[src/rtl/au_cmp6_pkg.sv]
// Shared types and helpers for the pipelined six-condition comparator.
//   calc_cw      : chunk width, ceil(width / stages)
//   stage_state_t: per-stage state {vld, tc, d, g}; tc is carried for debug visibility only
//   cond_t       : the six condition outputs {lt, gt, eq, le, ge, ne}
//   derive_cond  : decodes the six conditions from the decided/greater flags
package au_cmp6_pkg;

    function automatic int unsigned calc_cw(input int unsigned width, input int unsigned stages);
        return (width + stages - 1) / stages;
    endfunction

    typedef struct packed {
        logic vld;
        logic tc;
        logic d;
        logic g;
    } stage_state_t;

    typedef struct packed {
        logic lt;
        logic gt;
        logic eq;
        logic le;
        logic ge;
        logic ne;
    } cond_t;

    function automatic cond_t derive_cond(input logic d, input logic g);
        cond_t c;
        c.gt = d & g;
        c.lt = d & ~g;
        c.eq = ~d;
        c.ge = ~c.lt;
        c.le = ~c.gt;
        c.ne = d;
        return c;
    endfunction

endpackage

[src/rtl/au_cmp6_pipe_if.sv]
// Operand/result bundle of au_cmp6_pipe.
//   master: drives en, in_vld, tc, a, b; receives out_vld and lt/gt/eq/le/ge/ne
//   slave : the comparator side
interface au_cmp6_pipe_if #(
    parameter int unsigned WIDTH = 32
);
    logic             en;
    logic             in_vld;
    logic             tc;
    logic [WIDTH-1:0] a;
    logic [WIDTH-1:0] b;
    logic             out_vld;
    logic             lt;
    logic             gt;
    logic             eq;
    logic             le;
    logic             ge;
    logic             ne;

    modport master (
        output en, in_vld, tc, a, b,
        input  out_vld, lt, gt, eq, le, ge, ne
    );

    modport slave (
        input  en, in_vld, tc, a, b,
        output out_vld, lt, gt, eq, le, ge, ne
    );
endinterface

[src/rtl/au_cmp6_stage.sv]
// One pipeline stage of au_cmp6_pipe: compares chunk IDX (MSB chunk is IDX 0) unless an earlier
// stage already decided, and registers the state plus the operand bits still to be compared.
//   clk, rst_n   : clock, asynchronous active-low reset
//   en           : clock enable, 0 holds every register
//   st_in/st_out : stage state {vld, tc, d, g} in / registered out
//   a_in/b_in    : padded operands entering this stage
//   a_out/b_out  : registered operands, chunks already consumed cleared to zero
module au_cmp6_stage
    import au_cmp6_pkg::*;
#(
    parameter int unsigned CW     = 8,
    parameter int unsigned STAGES = 4,
    parameter int unsigned IDX    = 0
) (
    input  logic                 clk,
    input  logic                 rst_n,
    input  logic                 en,
    input  stage_state_t         st_in,
    input  logic [STAGES*CW-1:0] a_in,
    input  logic [STAGES*CW-1:0] b_in,
    output stage_state_t         st_out,
    output logic [STAGES*CW-1:0] a_out,
    output logic [STAGES*CW-1:0] b_out
);
    localparam int unsigned PW = STAGES * CW;
    localparam int unsigned Lo = (STAGES - IDX - 1) * CW;
    // Only the bits below this chunk travel on; the rest are constant zero and trim away.
    localparam logic [PW-1:0] KeepMask = (Lo == 0) ? '0 : ({PW{1'b1}} >> (PW - Lo));

    logic [CW-1:0] chunk_a;
    logic [CW-1:0] chunk_b;
    stage_state_t  st_d;
    stage_state_t  st_q;
    logic [PW-1:0] a_q;
    logic [PW-1:0] b_q;

    assign chunk_a = a_in[Lo +: CW];
    assign chunk_b = b_in[Lo +: CW];

    always_comb begin
        st_d = st_in;
        if (!st_in.d) begin
            if (chunk_a > chunk_b) begin
                st_d.d = 1'b1;
                st_d.g = 1'b1;
            end else if (chunk_a < chunk_b) begin
                st_d.d = 1'b1;
                st_d.g = 1'b0;
            end else begin
                st_d.d = 1'b0;
                st_d.g = 1'b0;
            end
        end
    end

    always_ff @(posedge clk or negedge rst_n) begin
        if (!rst_n) begin
            st_q <= '0;
            a_q  <= '0;
            b_q  <= '0;
        end else if (en) begin
            st_q <= st_d;
            a_q  <= a_in & KeepMask;
            b_q  <= b_in & KeepMask;
        end
    end

    assign st_out = st_q;
    assign a_out  = a_q;
    assign b_out  = b_q;
endmodule

[src/rtl/au_cmp6_pipe.sv]
// Pipelined WIDTH-bit comparator, unsigned or two's complement per transaction, resolving
// MSB chunk first over STAGES register stages. Latency STAGES enabled cycles, one result per
// enabled cycle.
//   clk, rst_n : clock, asynchronous active-low reset
//   bus        : au_cmp6_pipe_if.slave (en, in_vld, tc, a, b -> out_vld, lt/gt/eq/le/ge/ne)
// Build option AU_CMP6_PIPE_HOLD_EN: when defined, the condition outputs keep the last valid
// result while out_vld=0; otherwise they read 0 whenever out_vld=0.
module au_cmp6_pipe
    import au_cmp6_pkg::*;
#(
    parameter int unsigned WIDTH  = 32,
    parameter int unsigned STAGES = 4
) (
    input logic           clk,
    input logic           rst_n,
    au_cmp6_pipe_if.slave bus
);
    localparam int unsigned CW = calc_cw(WIDTH, STAGES);
    localparam int unsigned PW = STAGES * CW;

    if (WIDTH < 1) begin : g_bad_width
        $fatal(1, "au_cmp6_pipe: WIDTH must be at least 1");
    end
    if (STAGES < 1 || STAGES > WIDTH) begin : g_bad_stages
        $fatal(1, "au_cmp6_pipe: STAGES must lie in 1..WIDTH");
    end

    logic [WIDTH-1:0] msb_flip;
    logic [WIDTH-1:0] a_map;
    logic [WIDTH-1:0] b_map;
    stage_state_t     st  [STAGES+1];
    logic [PW-1:0]    a_p [STAGES+1];
    logic [PW-1:0]    b_p [STAGES+1];
    cond_t            cond_now;
    cond_t            cond_out;

    // Inverting the sign bit maps two's-complement order onto unsigned order.
    assign msb_flip = WIDTH'(bus.tc) << (WIDTH - 1);
    assign a_map    = bus.a ^ msb_flip;
    assign b_map    = bus.b ^ msb_flip;

    // Zero pad lands in the top chunk, equal for both operands.
    assign a_p[0] = PW'(a_map);
    assign b_p[0] = PW'(b_map);
    assign st[0]  = '{vld: bus.in_vld, tc: bus.tc, d: 1'b0, g: 1'b0};

    for (genvar i = 0; i < STAGES; i++) begin : g_stage
        au_cmp6_stage #(
            .CW     (CW),
            .STAGES (STAGES),
            .IDX    (i)
        ) u_stage (
            .clk    (clk),
            .rst_n  (rst_n),
            .en     (bus.en),
            .st_in  (st[i]),
            .a_in   (a_p[i]),
            .b_in   (b_p[i]),
            .st_out (st[i+1]),
            .a_out  (a_p[i+1]),
            .b_out  (b_p[i+1])
        );
    end

    assign cond_now = derive_cond(st[STAGES].d, st[STAGES].g);

`ifdef AU_CMP6_PIPE_HOLD_EN
    cond_t hold_q;

    // Captures each valid result as it is presented, so a bubble shows the last one.
    always_ff @(posedge clk or negedge rst_n) begin
        if (!rst_n) begin
            hold_q <= '0;
        end else if (bus.en && st[STAGES].vld) begin
            hold_q <= cond_now;
        end
    end

    assign cond_out = st[STAGES].vld ? cond_now : hold_q;
`else
    assign cond_out = st[STAGES].vld ? cond_now : '0;
`endif

    assign bus.out_vld = st[STAGES].vld;
    assign bus.lt      = cond_out.lt;
    assign bus.gt      = cond_out.gt;
    assign bus.eq      = cond_out.eq;
    assign bus.le      = cond_out.le;
    assign bus.ge      = cond_out.ge;
    assign bus.ne      = cond_out.ne;
endmodule

[src/flat_wrapper.sv]
// flat-port wrapper written by rule: the top's interface ports become plain ports
module au_cmp6_pipe_flat import au_cmp6_pkg::*;
#(
    parameter int unsigned WIDTH  = 32,
    parameter int unsigned STAGES = 4
)
  (clk, rst_n, bus_en, bus_in_vld, bus_tc, bus_a, bus_b, bus_out_vld, bus_lt, bus_gt, bus_eq, bus_le, bus_ge, bus_ne);
  au_cmp6_pipe_if #(.WIDTH(WIDTH)) bus_i ();
  input logic clk;
  input logic rst_n;
  input wire logic [$bits(bus_i.en)-1:0] bus_en;
  input wire logic [$bits(bus_i.in_vld)-1:0] bus_in_vld;
  input wire logic [$bits(bus_i.tc)-1:0] bus_tc;
  input wire logic [$bits(bus_i.a)-1:0] bus_a;
  input wire logic [$bits(bus_i.b)-1:0] bus_b;
  output wire logic [$bits(bus_i.out_vld)-1:0] bus_out_vld;
  output wire logic [$bits(bus_i.lt)-1:0] bus_lt;
  output wire logic [$bits(bus_i.gt)-1:0] bus_gt;
  output wire logic [$bits(bus_i.eq)-1:0] bus_eq;
  output wire logic [$bits(bus_i.le)-1:0] bus_le;
  output wire logic [$bits(bus_i.ge)-1:0] bus_ge;
  output wire logic [$bits(bus_i.ne)-1:0] bus_ne;
  assign bus_i.en = bus_en;
  assign bus_i.in_vld = bus_in_vld;
  assign bus_i.tc = bus_tc;
  assign bus_i.a = bus_a;
  assign bus_i.b = bus_b;
  assign bus_out_vld = bus_i.out_vld;
  assign bus_lt = bus_i.lt;
  assign bus_gt = bus_i.gt;
  assign bus_eq = bus_i.eq;
  assign bus_le = bus_i.le;
  assign bus_ge = bus_i.ge;
  assign bus_ne = bus_i.ne;
  au_cmp6_pipe #(.WIDTH(WIDTH), .STAGES(STAGES)) u_core (.clk(clk), .rst_n(rst_n), .bus(bus_i));
endmodule
[config.mk]
export PLATFORM = sky130hd
export DESIGN_NAME = au_cmp6_pipe_flat
export DESIGN_NICKNAME = d
export VERILOG_FILES = /design/src/rtl/au_cmp6_pkg.sv /design/src/rtl/au_cmp6_pipe_if.sv /design/src/rtl/au_cmp6_stage.sv /design/src/rtl/au_cmp6_pipe.sv /design/src/flat_wrapper.sv
export SDC_FILE = /design/constraint.sdc
export NUM_CORES = 1
export LEC_CHECK = 0
export ABC_CLOCK_PERIOD_IN_PS = 1700
export CAP_MARGIN = 20
export CORE_ASPECT_RATIO = 0.75
export CORE_MARGIN = 5
export CORE_UTILIZATION = 30
export DETAILED_ROUTE_END_ITERATION = 16
export GPL_TIMING_DRIVEN = 0
export PLACE_DENSITY_LB_ADDON = 0.08
export SYNTH_ARGS = -nofsm -noshare
export SYNTH_HDL_FRONTEND = slang
export SYNTH_SLANG_ARGS = --single-unit
[constraint.sdc]
create_clock -name clk -period 1.7 [get_ports clk]
set_input_delay 0.51 -clock clk [delete_from_list [all_inputs] [get_ports clk]]
set_output_delay 0.51 -clock clk [all_outputs]
set_load 0.05 [all_outputs]
==> metrics, run 1 <==
RSZ-0062 raised after global routing true; layout cells sized above 1 0.283; Netlist cell types 31; async set-reset flop share out of synthesis 1.00; top post-synthesis cells by area dfrtp_1 55%, mux2_2 13%, ha_1 8.2%; Worst setup SP type flop; Most used DFF post-synth dfrtp_1; 1st-iter DRT viols 94; CP Data Arrival Time 1.18 ns; CP required 1.19 ns; Remaining DRCs 0; Post-DP Area 5950 um2; clk_skew 0.00962 ns; I/O Pins 76; switch share 0.269; Core Region 16,000 um2; placer congestion estimate 0.756; initial core utilization 0.306; # Max-Cap Violations 0; IO buf count 74; global-route wire length before repair 17,400 um; setup TNS 0 ns; Nets 583; total routed wirelength 10,600 um; Slew Limit Fails 0; vias after detailed routing 3,106; Flop pwr share 0.472; worst r2r src u_core.g_stage[0].u_stage.a_out[17]$_DFFE_PN0P_; Post-DRT Antenna Nets 0; Worst-path clk slew 0.07 ns; leakage 2.84 nW; EDFF count, synth 0; area of the mapped netlist 4910 um2; outcome complete, no violations; clock power share 0.321; total congestion overflow 0; Pint 4.74 mW; CP Max Fanout 3; most frequent cell after synthesis dfrtp_1; CTS Sinks 108; die area 19,000 um2; Design Area, Final 6380 um2; Layout area overhead 30.1%; vias in the first global route 3,308; final hold vios 0; Finish-stage setup viols 0; CTS max path bufs 2; diodes inserted 0; kind of critical path flop to primary output; Psw 1.74 mW; worst setup margin 0.0140 ns; num rows 40; Tmin final 1.69 ns; initial antenna violation count 0; Post-Synthesis Cells 392; DP Worst Slack -0.546 ns; CTS H-tree depth 3; Die Height 121 um; combinational power share 0.208; Chip Width 158 um; clk_lat worst skew 0.34 ns; CTS tree yes; peak supply drop 722 uV; top post-synthesis cells by count 108 x dfrtp_1, 58 x mux2_2, 35 x inv_1; Ys Warns 0; Seq/Total Area, Yosys 0.551; Vias/cell 4.46; Synth area leader dfrtp_1; fmax 593 MHz; GR Util All Layers 0.117; Mapped Nets 493; P per Cell Area 1020 nW/um2; Slew headroom 0.586; Worst Hold Class primary input to asynchronous set/reset pin; Synth top area share 0.551; CTS buffer count 9; fin crit share 0.992; Setup crit end kind primary output; Yosys reg bits 108; FF-to-FF End u_core.g_stage[1].u_stage.st_out[1]$_DFFE_PN0P_; largest net degree at the start of global routing 71; hpwl dp 7710 um; routed len/inst 15.2 um; Initial DRT Pass Iterations 4; fill cell count 1,578; R2R depth 6; CTS Root Cell clkbuf_16; r2r setup slk 0.09 ns; Slew @ Worst Pin 0.621 ns; synthesized area per cell 12.5 um2
[repair_timing]
item	4_1_cts	5_1_grt
setup buffers	3	1
hold buffers	0	0
setup endpoints to repair	9	8
pin swaps	11	11
cloned	0	0
gates resized for setup	61	10
[placed cells by master (no fill, tap or decap), drive strengths merged, types with 2 or more instances in the layout]
master	netlist	layout
inv	35	36
clkinv	0	2
mux2	76	76
nand3	3	3
dlymetal6s2s	0	2
dlygate4sd2	0	2
o211ai	3	3
nand2	33	33
dfrtp	108	108
o21ai	31	31
o21bai	2	2
a21oi	13	13
o22a	2	2
nor2b	5	5
o221ai	3	3
nor2	12	12
a21o	2	2
ha	32	32
clkdlybuf4s50	0	62
a21boi	2	2
nand4	7	7
clkbuf	3	14
buf	13	26
[metrics by stage]
step                total power [mW]   util  hold slack (ns)  instances
floorplan                       3.88      -            0.214        392
global placement                4.36  0.370            0.472        676
detailed placement              4.39  0.371            0.469        677
CTS                             6.57  0.395            0.163        696
global route                    6.86  0.399            0.183        697
finish                          6.48  0.399            0.147        697
[layout make-up]
type,instances,area [um2],area share
plain buffers,16,95.1,0.0149
clock buffers,11,233,0.0364
clock inverters,5,60.1,0.00941
inverters,35,131,0.0206
multi-input cells,233,2080,0.326
flip-flops and latches,108,2710,0.424
well taps,210,263,0.0412
repair buffers,79,812,0.127
[critical path, stage by stage, from the launching register on]
cell	delay, ns
dfrtp_2	0.45
buf_6	0.13
nor2_4	0.10
buf_8	0.15
[worst max path at each step]
| stage | slack (ns) | from | cells past startpoint | end |
|---|---|---|---|---|
| finish | 0.01 | u_core.g_stage[3].u_stage.st_out[0]$_DFFE_PN0P_ | 3 | bus_lt |
| global route | -0.02 | u_core.g_stage[3].u_stage.st_out[0]$_DFFE_PN0P_ | 3 | bus_lt |
| CTS | -0.003 | u_core.g_stage[3].u_stage.st_out[0]$_DFFE_PN0P_ | 3 | bus_ge |
| detailed placement | -0.55 | bus_tc | 7 | u_core.g_stage[0].u_stage.st_out[0]$_DFFE_PN0P_ |
| global placement | -4.13 | rst_n | 1 | u_core.g_stage[0].u_stage.a_out[21]$_DFFE_PN0P_ |
| floorplan | -0.1 | u_core.g_stage[3].u_stage.st_out[3]$_DFFE_PN0P_ | 2 | bus_gt |
[per-layer routing]
metal / vias up / routed length (um) / global-route usage
met1: 1519 / 5410 / 0.172
met2: 43 / 4650 / 0.171
met3: 9 / 429 / 0.0322
li1: 1535 / - / -
met4: 0 / 84 / 0.0258
met5: - / 0 / 0
[logic make-up after synthesis]
logic type / share of synthesized area
xor gates and xnor gates: 0.00357
and+or+nand+nor: 0.0556
muxes: 0.188
adders and majority gates: 0.0816
buffers and inverters: 0.0462
DFF: 0.551
AOI/OAI and AO/OA: 0.0740
[sequential cells by signal, summed over array words and instances (netlist names)]
name,cells
u_core.g_stage.u_stage.b_out,48
u_core.g_stage.u_stage.st_out,12
u_core.g_stage.u_stage.a_out,48
[power groups by stage]
stage	logic [mW]	registers, mW	clock network (mW)
2_1_floorplan	0.817	3.06	0
3_3_place_gp	1.25	3.11	0
3_5_place_dp	1.28	3.11	0
4_1_cts	1.34	3.06	2.17
5_1_grt	1.52	3.10	2.24
6_report	1.35	3.06	2.08
(Power assumes the default switching activity.)
==> inputs of run 2 (changes only) <==
Settings changed: CORE_UTILIZATION 30 to 54, SLEW_MARGIN from default to 20.
==> run 2 against run 1 <==
  * Die area is 42% lower
  * Global-route usage up 6.7 points
  * Non-clock buffer count decreased by 2
  * Clock skew is 0.0074 ns lower
  * Final area decreased by 2.1%
  * Cell count is 14% lower
  * Count of clock-buffer cells in the layout decreased by 1
  * First-iteration DRC count rose by 64%
  * Routed wire length fell by 9.3%
  * Register-to-register slack improved by 0.03 ns
  * Critical path depth rose by 4
  * Highest routed layer unchanged
==> metrics, run 2 (synthesis gave the netlist of run 1 again) <==
routed len/inst 16.1 um (+6.1%); diodes inserted 0 (unchanged); P per Cell Area 1040 nW/um2 (+2.6%); CTS Sinks 108 (unchanged); IO buf count 74 (unchanged); Remaining DRCs 0 (unchanged); CP required 1.93 ns (+0.74 ns); most common cell after layout, fill and taps aside dfrtp_1; fin crit share 0.984 (-0.00783); Slew headroom 0.663 (+0.0768); largest net degree at the start of global routing 61 (-14%); register area 2710 um2 (about the same); Initial DRT Pass Iterations 4 (unchanged); multi-input logic area 2080 um2 (unchanged); Post-DP Area 5830 um2 (-2.0%); Min Hold Slack 0.101 ns (-0.0461 ns); I/O Pins 76 (unchanged); Slew @ Worst Pin 0.506 ns (-0.115 ns); clk_lat worst skew 0.34 ns (about the same); final hold vios 0 (unchanged); Layout area overhead 27.5%; Worst Hold Class primary input to asynchronous set/reset pin; leakage 2.85 nW (+0.58%); Slew Limit Fails 0 (unchanged); Finished Layout Cells 596 (-14%); Placed Cells 579 (-14%); Worst-path clk slew 0.07 ns (about the same); Nets 581 (-0.34%); CTS Hold Bufs 0 (unchanged); peak supply drop 683 uV (-5.4%); Tmin final 1.67 ns (-0.0133 ns); placer congestion estimate 0.749 (-0.90%); Worst setup SP type primary input; GR Util All Layers 0.184 (+0.0675); 1st-iter DRT viols 154 (+64%); CTS tree yes; hpwl dp 6990 um (-9.3%); fmax 598 MHz (+0.80%); outcome complete, no violations; vias in the first global route 3,291 (-0.51%); CTS buffer count 9 (unchanged); total routed wirelength 9600 um (-9.3%); initial core utilization 0.547 (+0.241); RSZ-0062 raised after global routing true; Post-DRT Antenna Nets 0 (unchanged); initial antenna violation count 0 (unchanged); # Max-Cap Violations 0 (unchanged); CTS H-tree depth 3 (unchanged); overall power 6.51 mW (+0.44%); num rows 30 (-25%); clk_skew 0.00223 ns (-0.00739 ns); Design Area, Final 6250 um2 (-2.1%); CTS Root Cell clkbuf_16; Finish-stage setup viols 0 (unchanged); Setup crit end kind flop; Vias/cell 5.23 (+17%); CP Max Fanout 2 (-1); CTS max path bufs 2 (unchanged); global-route wire length before repair 16,100 um (-7.1%); layout cells sized above 1 0.291 (+0.00795); commonest cells after routing, fill and taps aside 106 x dfrtp_1, 58 x mux2_2, 58 x clkdlybuf4s50_1; CP Data Arrival Time 1.90 ns (+0.72 ns); fill cell count 681 (-57%); Core Region 8970 um2 (-44%); Die Height 92.5 um (-23%); kind of critical path primary input to flop; die area 11,100 um2 (-42%); total congestion overflow 0 (unchanged); vias after detailed routing 3,119 (+0.42%); Chip Width 120 um (-24%)
==> run 2: changes by cell type in the layout (fill, tap and decap cells not counted), sizes merged <==
cell           before  now
inv                36   35
buf                26   23
bufinv              1    2
dlygate4sd2         2    3
dlymetal6s2s        2    5
clkdlybuf4s15       0    1
clkbuf             14   13
clkdlybuf4s50      62   58
==> run 2: area by class of cell <==
type | instances | share of cell area
repair buffers | 77 | 0.126
clock buffers | 10 | 0.0366
flip-flops and latches | 108 | 0.433
plain buffers | 16 | 0.0152
inverters | 35 | 0.0210
multi-input cells | 233 | 0.333
well taps | 112 | 0.0224
clock inverters | 5 | 0.0124
==> run 2: repair_timing <==
item,in CTS,in global routing
pin swaps,8,7
endpoints found under the setup margin,9,8
setup buffers,1,1
resized for setup,55,14
==> run 2: critical path, cell delays in order <==
cell and delay, ns:
clkdlybuf4s50_1 0.47, inv_2 0.05, ha_4 0.25, nand4_1 0.15
nor3_2 0.26, nor2_1 0.07, and2_1 0.14
==> run 2: worst paths after layout <==
kind                                                                 startpoint                                               to  slack, ns  cells past startpoint
worst max-delay path                                                  bus_b[28]  u_core.g_stage[0].u_stage.st_out[0]$_DFFE_PN0P_       0.03                      7
min in group clk                 u_core.g_stage[1].u_stage.b_out[4]$_DFFE_PN0P_   u_core.g_stage[2].u_stage.b_out[4]$_DFFE_PN0P_       0.48                      2
worst max register to register  u_core.g_stage[0].u_stage.a_out[17]$_DFFE_PN0P_  u_core.g_stage[1].u_stage.st_out[1]$_DFFE_PN0P_       0.12                      6
max in group asynchronous                                                 rst_n   u_core.g_stage[0].u_stage.b_out[8]$_DFFE_PN0P_       0.96                      2
worst min-delay path                                                      rst_n  u_core.g_stage[0].u_stage.b_out[13]$_DFFE_PN0P_       0.10                      1
worst min register to register   u_core.g_stage[1].u_stage.b_out[4]$_DFFE_PN0P_   u_core.g_stage[2].u_stage.b_out[4]$_DFFE_PN0P_       0.48                      2
==> run 2: per-layer routing <==
layer  vias up  track usage  routed length (um)
li1       1517            -                   -
met1      1529        0.242                4320
met2        58        0.302                4670
met3        15       0.0537                 455
met4         0       0.0458                 151
met5         -            0                   0
==> run 2: where the power goes <==
group	internal [mW]	switching (mW)
combinational	0.675	0.631
clock	1.28	0.870
sequential	2.89	0.166
total	4.84	1.67
==> run 2: per-stage QoR <==
step	setup TNS [ns]	worst slack [ns]	util
final	0	0.0273	0.697
after global routing	-0.0400	-0.0239	0.697
after detailed placement	-2.52	-0.537	0.650
after floorplan	-0.308	-0.0972	-
after global placement	-424.61	-3.92	0.647
after CTS	0	0.00400	0.690
==> inputs of run 3 (changes only) <==
Settings changed: ABC_CLOCK_PERIOD_IN_PS 1700 to 1900, CORE_UTILIZATION 54 to 50, RECOVER_POWER from default to 50.
Clock period 1.7 ns to 1.9 ns, I/O delays scaled along.
==> run 3 against run 2 <==
  * Clock skew rose by 0.0023 ns
  * Hold slack improved by 0.18 ns
  * Utilization fell by 6.0 points
  * Sequential power fell by 10%
  * Non-clock buffer count fell by 2
  * Routed wire length barely moved
  * Count of clock-buffer cells in the layout rose by 2
  * Global-route usage fell by 1.9 points
  * Sequential share of layout area rose by 0.92 points
  * Via count fell by 0.96%
  * Highest routed layer unchanged
==> metrics, run 3 (synthesis gave the netlist of run 1 again) <==
Worst setup SP type primary input; Min Hold Slack 0.284 ns (+0.183 ns); diodes inserted 0 (unchanged); CTS tree yes; fin crit share 0.978; Die Height 95.8 um (+3.5%); GR Util All Layers 0.166 (-0.0186); final hold vios 0 (unchanged); clk_skew 0.00454 ns (+0.00231 ns); kind of critical path primary input to flop; leakage 2.77 nW (-2.7%); most common cell after layout, fill and taps aside dfrtp_1; CP required 2.13 ns (+0.20 ns); vias in the first global route 3,204 (-2.6%); Core Region 9620 um2 (+7.2%); commonest cells after routing, fill and taps aside 106 x dfrtp_1, 66 x clkdlybuf4s50_1, 58 x mux2_2; outcome complete, no violations; hpwl dp 6930 um (-0.89%); CTS Hold Bufs 0 (unchanged); Slew Limit Fails 0 (unchanged); CP top delay family buffers and inverters; Slew @ Worst Pin 0.740 ns (+0.234 ns); CTS Sinks 108 (unchanged); I/O Pins 76 (unchanged); placer congestion estimate 0.768 (+2.5%); Initial DRT Pass Iterations 4 (unchanged); CP Data Arrival Time 2.08 ns (+0.18 ns); postcts setup bufs 0 (-1); vias after detailed routing 3,089 (-0.96%); CTS Root Cell clkbuf_16; die area 11,900 um2 (+7.2%); Worst Hold Class primary input to asynchronous set/reset pin; total routed wirelength 9600 um (about the same); initial core utilization 0.510 (-0.0368); fmax 538 MHz; Nets 579 (-0.34%); Vias/cell 5.04 (-3.7%); Setup crit end kind flop; routed len/inst 15.7 um (-2.7%); Post-DRT Antenna Nets 0 (unchanged); Tmin final 1.86 ns; CTS buffer count 9 (unchanged); num rows 31 (+3.3%); CP Buf/Inv Count 2 (unchanged); Slew headroom 0.507 (-0.156); CP Max Fanout 2 (unchanged); Chip Width 124 um (+3.6%); CTS max path bufs 2 (unchanged); Finish-stage setup viols 0 (unchanged); Design Area, Final 6120 um2 (-2.1%); initial antenna violation count 0 (unchanged); largest net degree at the start of global routing 80 (+31%); CTS H-tree depth 3 (unchanged); IO buf count 74 (unchanged); clk_lat worst skew 0.34 ns (about the same); Worst-path clk slew 0.06 ns (about the same); Post-DP Area 5850 um2 (+0.34%); layout cells sized above 1 0.252 (-0.0398); max incr delay on CP 0.46 ns (about the same); global-route wire length before repair 15,600 um (-3.4%); total congestion overflow 0 (unchanged); crit-path cells clkdlybuf4s50_1, inv_1, ha_1, nand3_2, nor2_1, a211oi_2, o221ai_1, and2_1; # Max-Cap Violations 0 (unchanged); peak supply drop 445 uV (-35%); Layout area overhead 24.8%; 1st-iter DRT viols 134 (-13%); Remaining DRCs 0 (unchanged); P per Cell Area 929 nW/um2 (-11%); slowest CP cell clkdlybuf4s50_1
[run 3: final cells by class]
| type | count | area, um2 |
|---|---|---|
| flip-flops and latches | 108 | 2710 |
| fillers | 784 | 3500 |
| clock inverters | 2 | 35.0 |
| well taps | 132 | 165 |
| repair buffers | 75 | 723 |
| inverters | 35 | 131 |
| multi-input cells | 233 | 2010 |
| plain buffers | 16 | 92.6 |
| clock buffers | 12 | 256 |
[run 3: final timing paths]
path	start	to	slack (ns)	cells past startpoint
setup / recovery	bus_b[27]	u_core.g_stage[0].u_stage.st_out[0]$_DFFE_PN0P_	0.04	8
setup reg to reg	u_core.g_stage[0].u_stage.b_out[17]$_DFFE_PN0P_	u_core.g_stage[1].u_stage.st_out[0]$_DFFE_PN0P_	0.31	7
hold reg to reg	u_core.g_stage[1].u_stage.b_out[3]$_DFFE_PN0P_	u_core.g_stage[2].u_stage.b_out[3]$_DFFE_PN0P_	0.49	2
max in group asynchronous	rst_n	u_core.g_stage[3].u_stage.st_out[1]$_DFFE_PN0P_	0.44	2
min in group clk	u_core.g_stage[1].u_stage.b_out[3]$_DFFE_PN0P_	u_core.g_stage[2].u_stage.b_out[3]$_DFFE_PN0P_	0.49	2
hold / removal	rst_n	u_core.g_stage[0].u_stage.b_out[9]$_DFFE_PN0P_	0.28	1
[run 3: timing repair]
action	CTS	global route
gates cloned	0	0
endpoints found under the setup margin	8	4
pin swaps	0	2
resized for setup	34	7
[run 3: routing by layer]
metal | GRT usage | vias to the layer above | part of all wire
met5 | 0 | - | 0
met4 | 0.0411 | 0 | 0.0095
met3 | 0.0444 | 11 | 0.037
met2 | 0.268 | 41 | 0.47
met1 | 0.226 | 1517 | 0.48
li1 | - | 1520 | -
[run 3: worst register-to-register path, cell delays in order, from the launching register on]
cell	delay [ns]
dfrtp_1	0.33
inv_1	0.05
ha_1	0.31
nor2b_2	0.16
o211ai_1	0.19
a21oi_2	0.09
o21ai_0	0.22
a31oi_1	0.11
[run 3: power breakdown]
group          internal [mW]  total [mW]  switching, mW
Sequential              2.59        2.74          0.154
Clock                   1.08        1.84          0.763
Combinational          0.564        1.11          0.542
Total                   4.23        5.69           1.46
[run 3: through the flow]
step / util / total power [mW] / std cells / worst slack (ns) / setup TNS, ns
after detailed placement: 0.608 / 3.91 / 599 / -0.385 / -1.35
after global placement: 0.605 / 3.87 / 598 / -3.79 / -409.71
final: 0.637 / 5.69 / 613 / 0.0415 / 0
after global routing: 0.637 / 5.98 / 613 / -0.00723 / -0.0106
after CTS: 0.636 / 5.74 / 613 / 0.0243 / 0
after floorplan: - / 3.47 / 392 / -0.143 / -0.286
